==> src/rtl/ped_pkg.sv <==
// Shared types for the pedestrian crossing controller: FSM states and vehicle lamp codes.
// No timing of its own; no backpressure.
package ped_pkg;

    typedef enum logic [2:0] {
        ST_IDLE,
        ST_WAIT_RED,
        ST_WALK,
        ST_CLEAR,
        ST_DONE
    } state_t;

    localparam logic [2:0] COL_GREEN  = 3'b001;
    localparam logic [2:0] COL_YELLOW = 3'b010;
    localparam logic [2:0] COL_RED    = 3'b100;

    function automatic logic is_legal_colour(input logic [2:0] col);
        return (col == COL_GREEN) || (col == COL_YELLOW) || (col == COL_RED);
    endfunction

endpackage

==> src/rtl/ped_timer.sv <==
// 4-bit loadable down-counter pacing the walk and clearance phases; load wins over enable.
// Zero flag reflects the registered count; counting stops at zero, no backpressure.
module ped_timer (
    input  logic       c,
    input  logic       r,
    input  logic       i_load,
    input  logic       i_en,
    input  logic [3:0] i_load_val,
    output logic       o_zero
);

    logic [3:0] r_cnt;

    always_ff @(posedge c) begin
        if (r) begin
            r_cnt <= 4'd0;
        end else if (i_load) begin
            r_cnt <= i_load_val;
        end else if (i_en && (r_cnt != 4'd0)) begin
            r_cnt <= r_cnt - 4'd1;
        end
    end

    assign o_zero = (r_cnt == 4'd0);

endmodule

==> src/rtl/ped_signal_ctrl.sv <==
// Pedestrian walk/don't-walk controller slaved to the vehicle lamp; all outputs registered, one cycle after the sampled event.
// Optional PED_COUNTDOWN_EN builds the clearance countdown register; otherwise countdown is tied to 0.
module ped_signal_ctrl
    import ped_pkg::*;
#(
    parameter int WALK_CYC  = 4,
    parameter int CLEAR_CYC = 3
) (
    input  logic       c,
    input  logic       r,
    input  logic [2:0] colour,
    input  logic       btn,
    output logic       walk,
    output logic       dont_walk,
    output logic       req_pending,
    output logic [3:0] countdown,
    output logic       fault
);

    localparam logic [3:0] WALK_LD  = 4'(WALK_CYC - 1);
    localparam logic [3:0] CLEAR_LD = 4'(CLEAR_CYC - 1);

    state_t     r_state;
    state_t     w_nxt_state;
    logic       r_walk;
    logic       r_dont_walk;
    logic       r_pend;
    logic       r_fault;
    logic       w_pend_nxt;
    logic       w_dw_nxt;
    logic       w_red;
    logic       w_bad;
    logic       w_load;
    logic       w_en;
    logic       w_zero;
    logic [3:0] w_load_val;

    assign w_red = (colour == COL_RED);
    assign w_bad = !is_legal_colour(colour);

    ped_timer u_timer (
        .c          (c),
        .r          (r),
        .i_load     (w_load),
        .i_en       (w_en),
        .i_load_val (w_load_val),
        .o_zero     (w_zero)
    );

    always_comb begin
        w_nxt_state = r_state;
        w_pend_nxt  = r_pend;
        w_load      = 1'b0;
        w_load_val  = WALK_LD;
        w_en        = 1'b0;
        if (w_bad || r_fault) begin
            w_nxt_state = ST_IDLE;
            w_pend_nxt  = 1'b0;
        end else begin
            case (r_state)
                ST_IDLE: begin
                    if (btn) begin
                        w_nxt_state = ST_WAIT_RED;
                        w_pend_nxt  = 1'b1;
                    end
                end
                ST_WAIT_RED: begin
                    if (w_red) begin
                        w_nxt_state = ST_WALK;
                        w_pend_nxt  = 1'b0;
                        w_load      = 1'b1;
                    end
                end
                ST_WALK: begin
                    if (!w_red) begin
                        w_nxt_state = ST_IDLE;
                    end else if (w_zero) begin
                        w_nxt_state = ST_CLEAR;
                        w_load      = 1'b1;
                        w_load_val  = CLEAR_LD;
                    end else begin
                        w_en = 1'b1;
                    end
                end
                ST_CLEAR: begin
                    if (!w_red) begin
                        w_nxt_state = ST_IDLE;
                    end else if (w_zero) begin
                        w_nxt_state = ST_DONE;
                    end else begin
                        w_en = 1'b1;
                    end
                end
                ST_DONE: begin
                    // A press on the same edge the red ends still counts for the next crossing.
                    w_pend_nxt = r_pend | btn;
                    if (!w_red) begin
                        w_nxt_state = w_pend_nxt ? ST_WAIT_RED : ST_IDLE;
                    end
                end
                default: begin
                    w_nxt_state = ST_IDLE;
                end
            endcase
        end
    end

    // Flashing starts lit on CLEAR entry and alternates while CLEAR persists.
    always_comb begin
        w_dw_nxt = 1'b1;
        if (w_nxt_state == ST_WALK) begin
            w_dw_nxt = 1'b0;
        end else if ((w_nxt_state == ST_CLEAR) && (r_state == ST_CLEAR)) begin
            w_dw_nxt = ~r_dont_walk;
        end
    end

    always_ff @(posedge c) begin
        if (r) begin
            r_state     <= ST_IDLE;
            r_walk      <= 1'b0;
            r_dont_walk <= 1'b1;
            r_pend      <= 1'b0;
            r_fault     <= 1'b0;
        end else begin
            r_state     <= w_nxt_state;
            r_walk      <= (w_nxt_state == ST_WALK);
            r_dont_walk <= w_dw_nxt;
            r_pend      <= w_pend_nxt;
            r_fault     <= r_fault | w_bad;
        end
    end

`ifdef PED_COUNTDOWN_EN
    logic [3:0] r_countdown;

    always_ff @(posedge c) begin
        if (r) begin
            r_countdown <= 4'd0;
        end else if (w_nxt_state != ST_CLEAR) begin
            r_countdown <= 4'd0;
        end else if (r_state != ST_CLEAR) begin
            r_countdown <= 4'(CLEAR_CYC);
        end else begin
            r_countdown <= r_countdown - 4'd1;
        end
    end

    assign countdown = r_countdown;
`else
    assign countdown = 4'd0;
`endif

    assign walk        = r_walk;
    assign dont_walk   = r_dont_walk;
    assign req_pending = r_pend;
    assign fault       = r_fault;

endmodule

==> config.mk <==
export PLATFORM = sky130hd
export DESIGN_NAME = ped_signal_ctrl
export DESIGN_NICKNAME = d
export VERILOG_FILES = /design/src/rtl/ped_pkg.sv /design/src/rtl/ped_timer.sv /design/src/rtl/ped_signal_ctrl.sv
export SDC_FILE = /design/constraint.sdc
export NUM_CORES = 1
export LEC_CHECK = 0
export ABC_AREA = 1
export CAP_MARGIN = 10
export CORE_MARGIN = 2
export CORE_UTILIZATION = 39
export DETAILED_ROUTE_END_ITERATION = 7
export SYNTH_ARGS = -nofsm -noshare
export SYNTH_HDL_FRONTEND = slang
export SYNTH_SLANG_ARGS = --single-unit
==> constraint.sdc <==
create_clock -name c -period 2.44 [get_ports c]
set_clock_uncertainty 0.2 [all_clocks]
set_input_delay 0.488 -clock c [delete_from_list [all_inputs] [get_ports c]]
set_output_delay 0.488 -clock c [all_outputs]
set_load 0.05 [all_outputs]
; ---- Yosys cells after proc, flatten, opt, wreduce, memory -nomap -nowiden
; Index checks and enable logic that the tools add are counted.
; W data, S select, Z words.
[totals]
romBits = 0
output_inout_bits = 8
latchBits = 0
mem_count = 0
ram_bits = 0
input_bits = 6
elab_cells = 65
reg_bits = 11
[op_classes]
n_reduce_logical = 14
n_div = 0
bitwise = 3
eq_ne = 11
add_sub_neg = 1
muxes = 30
shift = 0
n_lt_le_gt_ge = 0
multipliers = 0
[ops]
columns = op, n
row1 = $mux W3, 8
row2 = $mux W1, 17
row3 = $eq A3 B2 Y1 const B, 5
row4 = $pmux W3 S5, 1
row5 = $mux W4, 2
row6 = $eq A3 B1 Y1 const B, 2
row7 = $eq A3 B3 Y1 const B, 2
row8 = $logic_not A4 Y1, 1
row9 = $ne A2 B2 Y1 const B, 2
row10 = $reduce_bool A4 Y1, 1
row11 = $reduce_or A2 Y1, 2
row12 = $sub A4 B1 Y4 const B, 1
row13 = $logic_not A3 Y1, 1
row14 = $logic_or A1 B1 Y1, 3
row15 = $pmux W1 S3, 1
row16 = $reduce_and A3 Y1, 1
row17 = $reduce_bool A3 Y1, 1
row18 = $logic_and A1 B1 Y1, 2
row19 = $or A1 B1 Y1, 2
row20 = $pmux W1 S2, 1
row21 = $reduce_bool A2 Y1, 1
row22 = $logic_not A1 Y1, 1
row23 = $not A1 Y1, 1

; ---- Depth between registers and ports, before layout
; Gate-level depths: netlist of the first run.
[depth]
word_depth = 10
mapped_depth = 11

; ---- Cells and area by module
; A second synthesis of the first run with hierarchy kept.
[unflattened]
cells_unflattened = 123
hier_area_um2 = 802.0
[by_module_without_submodules]
columns = module, cells_each, seq_area_each_um2, area_each_um2, instances
row1 = ped_signal_ctrl, 82, 140.1, 528.0, 1
row2 = ped_timer, 41, 80.1, 274.0, 1

; ---- Worst setup path before layout of the first run
; OpenSTA, ideal clock, no wires.
[synth_path]
path_type = input-to-reg
start = input port colour[1]
end = register u_timer.r_cnt[0]
slack_ps = 884
path_stages = 8
arrival_ps = 1247
path_cell_list = nor2_1 nand2_2 a21oi_4 nand2_2 nand2_1 nand3_1 nand2_1 inv_1
[synth_between]
elab_chain_cells = 8
[synth_rtl]
columns = element, line_no
row1 = start: declaration, ped_signal_ctrl.sv:11  ; input logic [2:0] colour,
row2 = $eq A3 B1 Y1 or $eq A3 B2 Y1 (tied branches), ped_pkg.sv:18  ; return (col == COL_GREEN) || (col == COL_YELLOW) || (col == COL_RED);
row3 = $logic_or A1 B1 Y1 (2 in a row), ped_pkg.sv:18
row4 = $logic_not A1 Y1, ped_signal_ctrl.sv:39  ; assign w_bad = !is_legal_colour(colour);
row5 = $logic_or A1 B1 Y1, ped_signal_ctrl.sv:56  ; if (w_bad || r_fault) begin
row6 = $mux W1, ped_signal_ctrl.sv:56
row7 = $logic_and A1 B1 Y1, ped_timer.sv:19  ; end else if (i_en && (r_cnt != 4'd0)) begin
row8 = $reduce_bool A2 Y1 (no source line), n/a
row9 = end signal: assignment, ped_timer.sv:18  ; r_cnt <= i_load_val;
row10 = end signal: assignment, ped_timer.sv:20  ; r_cnt <= r_cnt - 4'd1;
row11 = end: declaration, ped_timer.sv:12  ; logic [3:0] r_cnt;
; Parallel ways exist; a longest one is shown, timed or not.
; A chain may end at the register's enable or synchronous reset.

; ---- Worst setup path in the final report of the first run
[layout_path]
start = register r_fault, in the netlist fault
end = output port fault
[layout_rtl]
columns = element, line_no
row1 = start: declaration, ped_signal_ctrl.sv:28  ; logic r_fault;
row2 = start signal: assignment, ped_signal_ctrl.sv:130  ; r_fault <= r_fault | w_bad;
row3 = end: declaration, ped_signal_ctrl.sv:17  ; output logic fault
; No word-level cell between the ends.

==> summary.txt, run 1 <==
Global routing
  – Largest net degree at the start of global routing: 11
  – First-pass GRT wire length: 2620 um
  – Initial antenna violation count: 0
  – Total Routing Usage GR: 14.6%
  – Met1 Usage GRT: 17.2%
  – Met2 usage: 24.3%
  – Grt total ovfl: 0
  – Vias in the first global route: 638
  – Most crowded layer after global routing: met2
  – Met3 GRT Util: 3.09%

Layout
  – Area Growth Syn to Fin: 16.7%
  – Area occupied by multi-input gates: 467 um^2
  – Final core occ: 47.0%
  – Register area: 220 um^2
  – Number of fill cells in the layout: 206
  – NumNets Final: 138
  – Fraction of layout cells with a size suffix above 1: 16.9%
  – Non-Filler Instances: 157
  – Design area: 893 um^2
  – # diodes: 0

Floorplan
  – I/O Pins: 14
  – Initial core utilization: 40.3%
  – Core ar.: 0.00190 mm^2
  – Die X: 48.3 um
  – Row cnt: 16
  – Die height: 48.3 um
  – Die Area: 0.00233 mm^2

Status
  – Outcome: finished, final reports clean

Synthesis
  – Ys Warns: 0
  – Synth Register Bits: 11
  – Largest family of logic cells by synthesized area: simple AND/OR/NAND/NOR gates
  – Synth cell types: 23
  – Share of the synthesized area in the top cell type: 28.8%
  – Number of enable flip-flop cells after synthesis: 0
  – Post-synthesis sequential area ratio: 28.8%
  – Post-synthesis xor/xnor area fraction: 2.29%
  – Count leader, synth: nand2_1
  – Compound-Gate Fraction of Synth Area: 8.17%
  – Yosys top cell by area: dfxtp_1
  – Post-Synth Simple-Gate Area: 46.9%
  – Mapped Area: 766 um^2
  – Mux contribution to synthesized area: 0%
  – Prevailing post-synth register cell: dfxtp_1
  – Adder-cell share of the synthesized area: 1.63%
  – Async set-reset flop share out of synthesis: 0%
  – Post-synth top cells: nand2_1 (32), nor2_1 (19), inv_1 (13)
  – Mapped Cells: 119
  – Synth top area cells: dfxtp_1 (29%), nand2_1 (16%), nor2_1 (9.3%)
  – Avg Inst Size Synth: 6.43 um^2

Pwr
  – Leakage: 0.438 nW
  – Worst VDD drop: 0.264 mV
  – PwrDens: 430 mW/mm^2

Worst setup path
  – Reg2reg path depth: 11
  – Crit path max-delay cell type: clkdlybuf4s50_1
  – CP Max Fanout: 3
  – CP Capture Type: output port
  – Cell Chain, Critical Path: clkdlybuf4s50_1
  – Critical Path Max Stage Delay: 0.82 ns
  – Reg2Reg Launch Point: u_timer.r_cnt[0]
  – RR Endpoint: u_timer.r_cnt[0]
  – Family with the most delay on the worst path: buffers and inverters
  – Register-to-register setup slack: 0.73 ns
  – CP Buf/Inv Count: 1
  – Worst setup path class: flip-flop to output port
  – Worst EP arrival: 1.49 ns
  – Critical path launch point type: flip-flop
  – Req. time, crit path: 1.75 ns

Clocking
  – H-tree depth: 1
  – Worst-case clock buffer depth: 2
  – CTS sink cnt: 11
  – Hold Buf Count CTS: 0
  – CTS Buf Count: 3
  – Root Driver: clkbuf_4
  – Clock Latency Late Sink: 0.27 ns
  – Post-CTS setup buffers: 0
  – Post_cts resized: 0
  – CTS clk-pin slew, worst paths: 0.08 ns
  – TritonCTS clock tree: built

Placed design
  – # port buffers: 9
  – Placer Congestion: 0.852
  – Placed Instance Area: 867 um^2
  – Placed cells: 153
  – DP HPWL: 1210 um

Detailed routing
  – Routed Antenna Nets: 0
  – DR WL/cell: 9.69 um
  – Post-route DRC: 0
  – Router iterations before antenna repair: 4
  – Vias post-DR: 733
  – DRT Wirelength: 1520 um
  – Vias per cell: 4.67
  – Initial detailed-routing violation count: 8

STA
  – RSZ-0062 raised after global routing: false
  – Post-route clock period utilization: 89.1%
  – Fmax: 0.460 GHz
  – Minimum clock period: 2.17 ns
  – Post-route setup TNS: 0 ns
  – Final setup violation count: 0
  – Max Slew Vio Count: 0
  – Final hold violations: 0

Min path
  – Hold EP: u_timer.r_cnt[3]
  – Hold Path Origin: u_timer.r_cnt[3]
  – Hold Crit Class: flip-flop to flip-flop
  – Worst hold path depth: 2

Job
  – Max cap viols: 0
## cells by family after synthesis
group                      Yosys count
AOI/OAI and AO/OA                    8
adders and majority gates            1
buffers and inverters               20
and+or+nand+nor                     76
xor gates and xnor gates             2
other                                1
DFF                                 11
## worst register-to-register path: stages, from the launching register on
cell and delay, ns:
dfxtp_1 0.30, inv_1 0.12, ha_1 0.20, nand3_1 0.17, nor2_2 0.14, nand2_1 0.09
nand2_1 0.09, nand2_2 0.07, nand2_1 0.07, nand3_1 0.06, nand2_1 0.07, inv_1 0.03
## final cells by class
class	instances	share of cell area (%)
Clock buffer	4	2.94
Inverter	15	6.30
Multi-Input combinational cell	91	52.2
Sequential cell	11	24.6
Tap cell	27	3.78
Timing Repair Buffer	9	10.1
## metrics by stage
| stage | setup WS (ns) | hold slack, ns | total power, W |
|---|---|---|---|
| 6_report | 0.266 | 0.274 | 0.000384 |
| 5_1_grt | 0.205 | 0.306 | 0.000408 |
| 4_1_cts | 0.254 | 0.273 | 0.000389 |
| 3_5_place_dp | 0.264 | 0.263 | 0.000261 |
| 3_3_place_gp | 0.289 | 0.258 | 0.000260 |
| 2_1_floorplan | 0.884 | 0.244 | 0.000247 |
## per-layer routing
metal | wire length, um | share of wire (%)
met3 | 53 | 3.5
met2 | 731 | 48
met4 | 40 | 2.6
met1 | 697 | 46
met5 | 0 | 0
## sequential cells by signal (all words and copies together) (netlist names)
register / flops
dont_walk: 1
fault: 1
r_state: 3
req_pending: 1
u_timer.r_cnt: 4
walk: 1
## worst max path at each step
| stage | startpoint | endpoint | cells after the start |
|---|---|---|---|
| global route | fault | fault | 1 |
| floorplan | colour[1] | u_timer.r_cnt[0] | 8 |
| detailed placement | colour[0] | walk | 7 |
| CTS | fault | fault | 1 |
| global placement | colour[1] | walk | 7 |
| finish | fault | fault | 1 |
## report_power, final
part           internal (W)  leakage, nW  switching [W]  total (W)
Sequential         0.000182       0.0891     0.00000303   0.000185
Clock             0.0000634       0.0150      0.0000648   0.000128
Combinational     0.0000215        0.334      0.0000495  0.0000709
Total              0.000267        0.438       0.000117   0.000384
## layout by cell type, fill, tap and decap left out, types with 2 or more instances in the layout
cell type / n
nand2_1: 32
nor2_1: 19
inv_1: 13
dfxtp_1: 11
nand3_1: 10
clkdlybuf4s50_1: 9
nor2_2: 5
conb_1: 4
nand2_2: 3
clkbuf_4: 3
inv_2: 2
a21oi_1: 2
nand2_4: 2
nor2_4: 2
xor2_1: 2
a21oi_2: 2
o21ai_0: 2
Power figures use the tool's default switching activity.
==> inputs of run 2 (changes only) <==
CTS_CLUSTER_SIZE = 40   (was default)
==> results of run 2 <==
Final layout, timing and power as in run 1 (identical DEF).
==> inputs of run 3 (changes only) <==
CORE_UTILIZATION = 30   (was 39)
REMOVE_ABC_BUFFERS = 1   (was default)
==> summary.txt, run 3 (same netlist as run 1, synthesis figures left out) <==
Floorplan
  – Die height: 54.5 um (+13%)
  – Core ar.: 0.00245 mm^2 (+29%)
  – Die Area: 0.00297 mm^2 (+27%)
  – Die X: 54.5 um (+13%)
  – I/O Pins: 14 (unchanged)
  – Initial core utilization: 31.2% (-9.1 points)
  – Row cnt: 18 (+2)

STA
  – RSZ-0062 raised after global routing: false
  – Post-route clock period utilization: 88.8% (-0.31 points)
  – Post-route setup TNS: 0 ns (unchanged)
  – Fmax: 0.462 GHz (+0.34%)
  – Max Slew Vio Count: 0 (unchanged)
  – Final hold violations: 0 (unchanged)
  – Minimum clock period: 2.17 ns (-0.00746 ns)
  – Final setup violation count: 0 (unchanged)

Layout
  – Max FFs per register: 4 (unchanged)
  – # diodes: 0 (unchanged)
  – Largest registers: u_timer.r_cnt (4), r_state (3)
  – Most flops, register: u_timer.r_cnt
  – Area Growth Syn to Fin: 17.2%
  – Number of fill cells in the layout: 260 (+26%)
  – Most frequent cells in the layout: nand2_1 (32), nor2_1 (19), inv_1 (13)
  – Fraction of layout cells with a size suffix above 1: 16.9% (unchanged)
  – NumNets Final: 138 (unchanged)
  – Most common cell after layout, fill and taps aside: nand2_1

Worst setup path
  – RR Endpoint: u_timer.r_cnt[0]
  – CP Depth: 1 (unchanged)
  – Critical path launch point type: flip-flop
  – Worst setup path class: flip-flop to output port
  – Reg2Reg Launch Point: u_timer.r_cnt[0]
  – Family with the most delay on the worst path: buffers and inverters
  – Crit path to: fault
  – Req. time, crit path: 1.75 ns (about the same)
  – CP Buf/Inv Count: 1 (unchanged)
  – Reg2reg path depth: 10 (-1)
  – Crit path max-delay cell type: clkdlybuf4s50_1
  – Register-to-register setup slack: 0.76 ns (+0.03 ns)
  – Critical Path Max Stage Delay: 0.82 ns (about the same)
  – CP Max Fanout: 3 (unchanged)
  – Worst EP arrival: 1.48 ns (about the same)
  – Cell Chain, Critical Path: clkdlybuf4s50_1
  – CP Capture Type: output port
  – Worst setup path start: fault

Clocking
  – CTS clk-pin slew, worst paths: 0.07 ns (about the same)
  – Root Driver: clkbuf_4
  – TritonCTS clock tree: built
  – CTS sink cnt: 11 (unchanged)
  – CTS Buf Count: 3 (unchanged)
  – Clock Latency Late Sink: 0.27 ns (about the same)
  – H-tree depth: 1 (unchanged)
  – Post_cts resized: 0 (unchanged)
  – Worst-case clock buffer depth: 2 (unchanged)
  – Hold Buf Count CTS: 0 (unchanged)
  – Post-CTS setup buffers: 0 (unchanged)

Pwr
  – Worst VDD drop: 0.422 mV (+60%)
  – Power, Total: 0.000380 W (-1.2%)
  – Leakage: 0.438 nW (unchanged)
  – PwrDens: 423 mW/mm^2 (-1.7%)

Global routing
  – First-pass GRT wire length: 2530 um (-3.7%)
  – Initial antenna violation count: 0 (unchanged)
  – Vias in the first global route: 630 (-1.3%)
  – Largest net degree at the start of global routing: 11 (unchanged)
  – Grt total ovfl: 0 (unchanged)
  – Total Routing Usage GR: 11.7% (-2.9 points)

Detailed routing
  – Initial detailed-routing violation count: 14 (+6)
  – DR WL/cell: 8.58 um (-11%)
  – Vias post-DR: 713 (-2.7%)
  – Post-route DRC: 0 (unchanged)
  – DRT Wirelength: 1370 um (-9.7%)
  – Routed Antenna Nets: 0 (unchanged)
  – Vias per cell: 4.46 (-4.6%)
  – Router iterations before antenna repair: 4 (unchanged)

Placed design
  – Placer Congestion: 0.843 (-1.1%)
  – # port buffers: 9 (unchanged)
  – DP HPWL: 1140 um (-5.3%)

Min path
  – Hold Crit Class: flip-flop to flip-flop

Status
  – Outcome: finished, final reports clean

Job
  – Max cap viols: 0 (unchanged)
-- run 3: through the flow --
stage / utilization, % / hold slack [ns] / cells / setup WS [ns] / cell area, um^2
after floorplan: - / 0.238 / 117 / 0.884 / 743
after global placement: 35.5 / 0.257 / 156 / 0.316 / 871
after detailed placement: 35.5 / 0.260 / 156 / 0.298 / 871
after CTS: 36.5 / 0.271 / 160 / 0.251 / 897
after global routing: 36.5 / 0.296 / 160 / 0.199 / 897
final: 36.5 / 0.267 / 160 / 0.273 / 897
-- run 3: worst min-delay path: cells and delay by family, from the launching register on --
family           cells  cell delay, ns
AO/OA/AOI/OAI        1            0.05
AND/OR/NAND/NOR      1            0.06
flip-flops           1            0.31
-- run 3: how the worst min path moves through the flow --
stage	endpoint	start	cells past startpoint
2_1_floorplan	u_timer.r_cnt[3]	u_timer.r_cnt[3]	2
4_1_cts	u_timer.r_cnt[3]	u_timer.r_cnt[3]	2
6_report	u_timer.r_cnt[3]	u_timer.r_cnt[3]	2
5_1_grt	u_timer.r_cnt[3]	u_timer.r_cnt[3]	2
3_3_place_gp	u_timer.r_cnt[3]	u_timer.r_cnt[3]	2
3_5_place_dp	u_timer.r_cnt[3]	u_timer.r_cnt[3]	2
-- run 3: area by class of cell --
type | instances | area (um^2) | area share [%]
multi-input cells | 91 | 467 | 52.0
flip-flops and latches | 11 | 220 | 24.5
repair buffers | 9 | 90.1 | 10.0
inverters | 15 | 56.3 | 6.28
well taps | 30 | 37.5 | 4.18
clock buffers | 4 | 26.3 | 2.93
-- run 3: power by group --
group / switching, W / internal [W] / total, W
sequential: 0.00000306 / 0.000182 / 0.000185
clock: 0.0000611 / 0.0000633 / 0.000124
combinational: 0.0000485 / 0.0000215 / 0.0000699
total: 0.000113 / 0.000267 / 0.000380
-- run 3: per-layer routing --
metal / vias up / GRT usage [%] / share of wire (%)
met5: - / 0 / 0
met3: 0 / 4.92 / 5.9
met2: 18 / 20.5 / 50
met4: 0 / 1.25 / 0
met1: 315 / 13.7 / 45
li1: 380 / - / -
